--- src/rtl/pi_servo_filter_pkg.sv ---
// rtl/pi_servo_filter_pkg.sv - shared widths, FSM encoding and DAC rails for the PI servo filter
package pi_servo_filter_pkg;

    localparam int DEF_KP_SHIFT = 8;
    localparam int DEF_I_SHIFT  = 16;
    localparam int DEF_IW       = 40;

    typedef enum logic [1:0] {
        ST_DISABLED = 2'd0,
        ST_RUN      = 2'd1,
        ST_HOLD     = 2'd2
    } servo_state_e;

    localparam logic signed [15:0] SAT16_MAX = 16'sh7fff;
    localparam logic signed [15:0] SAT16_MIN = 16'sh8000;

endpackage

--- src/rtl/pi_servo_filter_sat_add.sv ---
// rtl/pi_servo_filter_sat_add.sv - signed adder clamped to a W_O-bit signed range
// Ports: i_a, i_b signed addends; o_y clamped sum; o_ovf set when the clamp engaged.
// The output width must be narrower than max(W_A, W_B) + 1.
module pi_servo_filter_sat_add #(
    parameter int W_A = 16,
    parameter int W_B = 16,
    parameter int W_O = 16
) (
    input  logic signed [W_A-1:0] i_a,
    input  logic signed [W_B-1:0] i_b,
    output logic signed [W_O-1:0] o_y,
    output logic                  o_ovf
);

    localparam int WS = ((W_A > W_B) ? W_A : W_B) + 1;
    localparam logic signed [WS-1:0] MAX_V = {{(WS-W_O+1){1'b0}}, {(W_O-1){1'b1}}};
    localparam logic signed [WS-1:0] MIN_V = {{(WS-W_O+1){1'b1}}, {(W_O-1){1'b0}}};

    logic signed [WS-1:0] w_sum;

    assign w_sum = {{(WS-W_A){i_a[W_A-1]}}, i_a} + {{(WS-W_B){i_b[W_B-1]}}, i_b};

    always_comb begin
        o_y   = w_sum[W_O-1:0];
        o_ovf = 1'b0;
        if (w_sum > MAX_V) begin
            o_y   = MAX_V[W_O-1:0];
            o_ovf = 1'b1;
        end else if (w_sum < MIN_V) begin
            o_y   = MIN_V[W_O-1:0];
            o_ovf = 1'b1;
        end
    end

endmodule

--- src/rtl/pi_servo_filter.sv ---
// rtl/pi_servo_filter.sv - PI loop filter from ADC sample to saturated 16-bit DAC word
// Ports: clk_in/rst_in (sync, active-low); adc_in + adc_valid_in strobe with
// setpoint_in, kp_in, ki_in sampled alongside; offset_in, enable_in, hold_in,
// int_clear_in live controls; dac_out + dac_valid_out strobe (3 cycles after
// the input strobe); railed_out flags a clipped dac_out.
module pi_servo_filter
    import pi_servo_filter_pkg::*;
#(
    parameter int KP_SHIFT = DEF_KP_SHIFT,
    parameter int I_SHIFT  = DEF_I_SHIFT,
    parameter int IW       = DEF_IW
) (
    input  logic               clk_in,
    input  logic               rst_in,
    input  logic signed [15:0] adc_in,
    input  logic               adc_valid_in,
    input  logic signed [15:0] setpoint_in,
    input  logic signed [15:0] kp_in,
    input  logic signed [15:0] ki_in,
    input  logic signed [15:0] offset_in,
    input  logic               enable_in,
    input  logic               hold_in,
    input  logic               int_clear_in,
    output logic signed [15:0] dac_out,
    output logic               dac_valid_out,
    output logic               railed_out
);

    localparam int IO_W  = IW - I_SHIFT;
    localparam int SUM_W = ((33 > IO_W) ? 33 : IO_W) + 1;

    servo_state_e r_state, w_state_next, w_acc_mode;

    logic               r_s1_vld, r_s1_clr;
    logic signed [16:0] r_s1_err;
    logic signed [15:0] r_s1_kp, r_s1_ki;
    servo_state_e       r_s1_mode;

    logic               r_s2_vld, r_s2_clr;
    logic signed [32:0] r_s2_p, r_s2_inc;
    servo_state_e       r_s2_mode;

    logic signed [IW-1:0] r_int;
    logic signed [15:0]   r_dac;
    logic                 r_valid, r_railed;

    logic signed [16:0]    w_err;
    logic signed [32:0]    w_pk, w_p, w_inc;
    logic signed [IW-1:0]  w_base, w_int_sum, w_int_next;
    logic                  w_int_ovf_unused;
    logic signed [IO_W-1:0] w_i_hi;
    logic signed [SUM_W-1:0] w_pi;
    logic signed [15:0]    w_dac_sat;
    logic                  w_dac_ovf, w_windup, w_dis;

    // FSM state register
    always_ff @(posedge clk_in) begin
        if (!rst_in) begin
            r_state <= ST_DISABLED;
        end else begin
            r_state <= w_state_next;
        end
    end

    // FSM next state: moves only when a sample is accepted
    always_comb begin
        w_state_next = r_state;
        if (adc_valid_in) begin
            if (!enable_in) begin
                w_state_next = ST_DISABLED;
            end else begin
                case (r_state)
                    ST_DISABLED: w_state_next = ST_RUN;
                    ST_RUN:      if (hold_in)  w_state_next = ST_HOLD;
                    ST_HOLD:     if (!hold_in) w_state_next = ST_RUN;
                    default:     w_state_next = ST_DISABLED;
                endcase
            end
        end
    end

    // FSM output: an accepted sample travels tagged with the state it enters
    always_comb begin
        w_acc_mode = w_state_next;
    end

    assign w_err = {setpoint_in[15], setpoint_in} - {adc_in[15], adc_in};
    assign w_pk  = $signed({{16{r_s1_err[16]}}, r_s1_err}) * $signed({{17{r_s1_kp[15]}}, r_s1_kp});
    assign w_p   = w_pk >>> KP_SHIFT;
    assign w_inc = $signed({{16{r_s1_err[16]}}, r_s1_err}) * $signed({{17{r_s1_ki[15]}}, r_s1_ki});

    always_ff @(posedge clk_in) begin
        if (!rst_in) begin
            r_s1_vld  <= 1'b0;
            r_s1_clr  <= 1'b0;
            r_s1_err  <= '0;
            r_s1_kp   <= '0;
            r_s1_ki   <= '0;
            r_s1_mode <= ST_DISABLED;
            r_s2_vld  <= 1'b0;
            r_s2_clr  <= 1'b0;
            r_s2_p    <= '0;
            r_s2_inc  <= '0;
            r_s2_mode <= ST_DISABLED;
        end else begin
            r_s1_vld <= adc_valid_in;
            if (adc_valid_in) begin
                r_s1_err  <= w_err;
                r_s1_kp   <= kp_in;
                r_s1_ki   <= ki_in;
                r_s1_mode <= w_acc_mode;
                r_s1_clr  <= int_clear_in;
            end
            r_s2_vld <= r_s1_vld;
            if (r_s1_vld) begin
                r_s2_p    <= w_p;
                r_s2_inc  <= w_inc;
                r_s2_mode <= r_s1_mode;
                r_s2_clr  <= r_s1_clr;
            end
        end
    end

    // A clear that arrived with this sample makes it start from zero even if
    // older samples touched the integrator since.
    assign w_base = r_s2_clr ? '0 : r_int;

    pi_servo_filter_sat_add #(.W_A(IW), .W_B(33), .W_O(IW)) u_int_add (
        .i_a   (w_base),
        .i_b   (r_s2_inc),
        .o_y   (w_int_sum),
        .o_ovf (w_int_ovf_unused)
    );

    // Stop integrating further into the rail the output is already pinned on.
    assign w_windup = railed_out &&
                      (((r_dac == SAT16_MAX) && !r_s2_inc[32] && (r_s2_inc != '0)) ||
                       ((r_dac == SAT16_MIN) && r_s2_inc[32]));

    // enable_in is checked live so in-flight samples fall back to the offset.
    assign w_dis = (r_s2_mode == ST_DISABLED) || !enable_in;

    always_comb begin
        w_int_next = r_int;
        if (int_clear_in || !enable_in) begin
            w_int_next = '0;
        end else if (r_s2_vld) begin
            if (r_s2_mode == ST_DISABLED) begin
                w_int_next = '0;
            end else if ((r_s2_mode == ST_HOLD) || w_windup) begin
                w_int_next = w_base;
            end else begin
                w_int_next = w_int_sum;
            end
        end
    end

    assign w_i_hi = w_int_next[IW-1:I_SHIFT];
    assign w_pi   = {{(SUM_W-33){r_s2_p[32]}}, r_s2_p} + {{(SUM_W-IO_W){w_i_hi[IO_W-1]}}, w_i_hi};

    pi_servo_filter_sat_add #(.W_A(SUM_W), .W_B(16), .W_O(16)) u_out_add (
        .i_a   (w_pi),
        .i_b   (offset_in),
        .o_y   (w_dac_sat),
        .o_ovf (w_dac_ovf)
    );

    always_ff @(posedge clk_in) begin
        if (!rst_in) begin
            r_int    <= '0;
            r_dac    <= '0;
            r_valid  <= 1'b0;
            r_railed <= 1'b0;
        end else begin
            r_int   <= w_int_next;
            r_valid <= r_s2_vld;
            if (r_s2_vld) begin
                if (w_dis) begin
                    r_dac    <= offset_in;
                    r_railed <= 1'b0;
                end else begin
                    r_dac    <= w_dac_sat;
                    r_railed <= w_dac_ovf;
                end
            end
        end
    end

    assign dac_out       = r_dac;
    assign dac_valid_out = r_valid;
    assign railed_out    = r_railed;

endmodule
--- config.mk ---
export PLATFORM = sky130hd
export DESIGN_NAME = pi_servo_filter
export DESIGN_NICKNAME = d
export VERILOG_FILES = /design/src/rtl/pi_servo_filter_pkg.sv /design/src/rtl/pi_servo_filter_sat_add.sv /design/src/rtl/pi_servo_filter.sv
export SDC_FILE = /design/constraint.sdc
export NUM_CORES = 2
export LEC_CHECK = 0
export CORE_ASPECT_RATIO = 0.7
export CORE_MARGIN = 3
export CORE_UTILIZATION = 25
export DETAILED_ROUTE_END_ITERATION = 6
export REMOVE_ABC_BUFFERS = 1
export SLEW_MARGIN = 15
export SYNTH_ARGS = -nofsm -noshare
export SYNTH_HDL_FRONTEND = slang
export SYNTH_SLANG_ARGS = --single-unit
--- constraint.sdc ---
create_clock -name clk_in -period 8.7 [get_ports clk_in]
set_input_delay 2.175 -clock clk_in [delete_from_list [all_inputs] [get_ports clk_in]]
set_output_delay 2.175 -clock clk_in [all_outputs]
set_load 0.02 [all_outputs]
==> run metrics <==
Clock Tree Buf Depth 2; main area contributors after synthesis fa_1 (35%), dfxtp_1 (10%), ha_1 (8.4%); CP top delay family simple AND/OR/NAND/NOR gates; ys async rst share 0%; via/cell ratio 4.71; die width 444 um; H-tree depth 4; unrepaired setup endpoints after global routing false; critical path peak fanout 65; TritonCTS clock tree yes; Fin Clk Skew 0.0220 ns; DP Wirelength 79.6 mm; vias in the first global route 26000; Worst Path Required 9.07 ns; Initial DRC Count 1802; Worst Tran Pin Value 1.09 ns; Worst Path Arrival 8.42 ns; MaxCap Viol Count 0; Ports 104; routed via count 26500; post-place setup slack 0.665 ns; RePlAce Congestion 0.871; worst hold path class reg -> reg; Tcrit/Tclk final 92.5%; fmax 0.124 GHz; status finished, final reports clean; Reg clk slew, reported paths 0.08 ns; multi-input logic area 26700 um2; Worst Path Class, Setup reg -> reg; drt first pass iters 5; Final ANT Viol Nets 0; Reg area 3510 um2; P&R area growth vs syn 10.4%; Final Setup Violations 0; Rows 111; Worst Path Buf+Inv 2; placed cell count 5579; crit path capture type register; area share of the largest cell type after synthesis 34.6%; Seq cells post-synth 175; Cells after Synth 3888; minimum clock period 8.05 ns; Finished Core Util 28.0%; initial antenna violation count 4; crit path launch type register; WL final 97.2 mm; Seq/Total Area, Yosys 10.5%; Starting Density 25.4%; Static Leak 16.3 nW; height of the chip 312 um; die footprint 138000 um2; drt drc 0; Mapped Area 33500 um2; Post-Syn Area per Cell 8.62 um2; Fillers 14100; warning count from the yosys run 0; Max stage delay cell, worst path fa_1; first-pass GRT wire length 154 mm; Worst path max stage delay 0.50 ns; Hold Vio Cnt, Final 0; Distinct cells, synth 97; final total power 4.33 mW; Post-synth EDFFs 0; total core area 132000 um2; worst vdd ir 0.000148 V; port buffer count 103; max-slew violations 0; WL/cell 17.3 um; worst-skew pair later-pin latency 0.52 ns; # clock sinks 175; cell mode on critical path or3_1; CTS Buf Count 17; cts hold-fix bufs 0; Cell Pwr Density 117 nW/um2; layout cells sized above 1 3.65%; root buf cell clkbuf_16; Non-Filler Instances 5614; nets@finish 4738; ys flop type dfxtp_1; post-synth top area cell fa_1; gr usage total 14.2%; GR Overflow Total 0; Worst Slack Setup Final 0.653 ns; slew margin rel. 27.5%; largest net degree at the start of global routing 66
==> timing repair <==
item / CTS / global route
hold endpoints to repair: 0 / 0
endpoints found under the setup margin: 0 / 2
buffers inserted: 0 / 2
resized for setup: 0 / 1
==> cell usage in the layout (no fill, tap or decap), types with 9 or more instances in the layout <==
cell and instances:
a211oi_1 13, mux2i_1 83, dfxtp_1 169, o21a_1 15, o22ai_1 18, a22oi_1 25
and3_1 13, o21ai_1 9, nor2_1 222, fa_1 579, clkbuf_16 17, nand2_1 434
a21oi_1 124, nand4_1 18, o21ai_0 113, o211ai_1 44, o221ai_1 14, a21boi_0 10
o21bai_1 21, nand3b_1 10, nor2b_1 52, xor2_1 52, nand2b_1 51, inv_1 647
xnor2_1 105, nor3_1 32, a21o_1 52, nand3_1 45, or3_1 18, o31ai_1 12
clkdlybuf4s50_1 102, and2_1 230, buf_4 56, a31oi_1 32, a41oi_1 11, ha_1 224
nor4_1 18
==> metal layers <==
metal / wire length, um / GRT usage [%] / vias up
met3: 6630 / 2.74 / 73
met2: 40600 / 20.4 / 752
met1: 47900 / 21.6 / 13300
li1: - / - / 12300
met4: 2080 / 3.39 / 4
met5: 28 / 0 / -
==> power breakdown <==
part / total, mW / switching, mW / internal, mW
registers: 1.07 / 0.205 / 0.867
logic: 2.33 / 1.37 / 0.964
clock network: 0.927 / 0.427 / 0.500
==> final timing paths <==
check	from	to	slack, ns	cells past startpoint
max	r_s2_clr	dac_out[3]	0.65	29
min	r_s1_mode[1]	r_s1_mode[1]	0.46	2
max reg2reg	r_s2_clr	dac_out[3]	0.65	29
min reg2reg	r_s1_mode[1]	r_s1_mode[1]	0.46	2
==> cells by family after synthesis <==
logic type	count (synthesis)	synth area share, %
AOI/OAI and AO/OA	606	12.3
muxes	84	2.51
adders and majority gates	808	43.1
DFF	175	10.5
xor gates and xnor gates	157	4.10
and+or+nand+nor	1191	17.4
buffers and inverters	867	10.0
==> tightest hold or removal path: cells and delay by family (launching register included) <==
family           cells  cell delay, ns
flip-flops           1            0.31
AO/OA/AOI/OAI        1            0.05
AND/OR/NAND/NOR      1            0.05
==> cells in the mapped netlist, types with 83 or more instances <==
library cell,number
inv_1,647
fa_1,579
nand2_1,434
and2_1,230
ha_1,224
nor2_1,224
dfxtp_1,175
clkbuf_1,173
a21oi_1,125
o21ai_0,113
xnor2_1,105
mux2i_1,83
==> flip-flops by register name, indices dropped and copies added, names as in the netlist, 16 cells and up <==
name      count
r_s1_kp      16
r_s1_err     17
r_int        40
r_s1_ki      16
r_s2_p       25
r_s2_inc     33
dac_out      16
==> layout make-up <==
type	instances	area share [%]
Antenna cell	1	0.00677
Clock buffer	18	1.19
Clock inverter	14	0.609
Inverter	649	6.60
Multi-Input combinational cell	2846	72.2
Sequential cell	175	9.50
Tap cell	1751	5.93
Timing Repair Buffer	160	4.01
==> through the flow <==
step                      hold slack (ns)  setup TNS, ns  instance area (um2)
final                               0.464              0                37000
after global routing                0.482              0                37000
after CTS                           0.463              0                36900
after detailed placement            0.444              0                36300
after global placement              0.443              0                36300
after floorplan                     0.432          -5.27                32600
No activity file was read; power rests on OpenSTA's default activity.
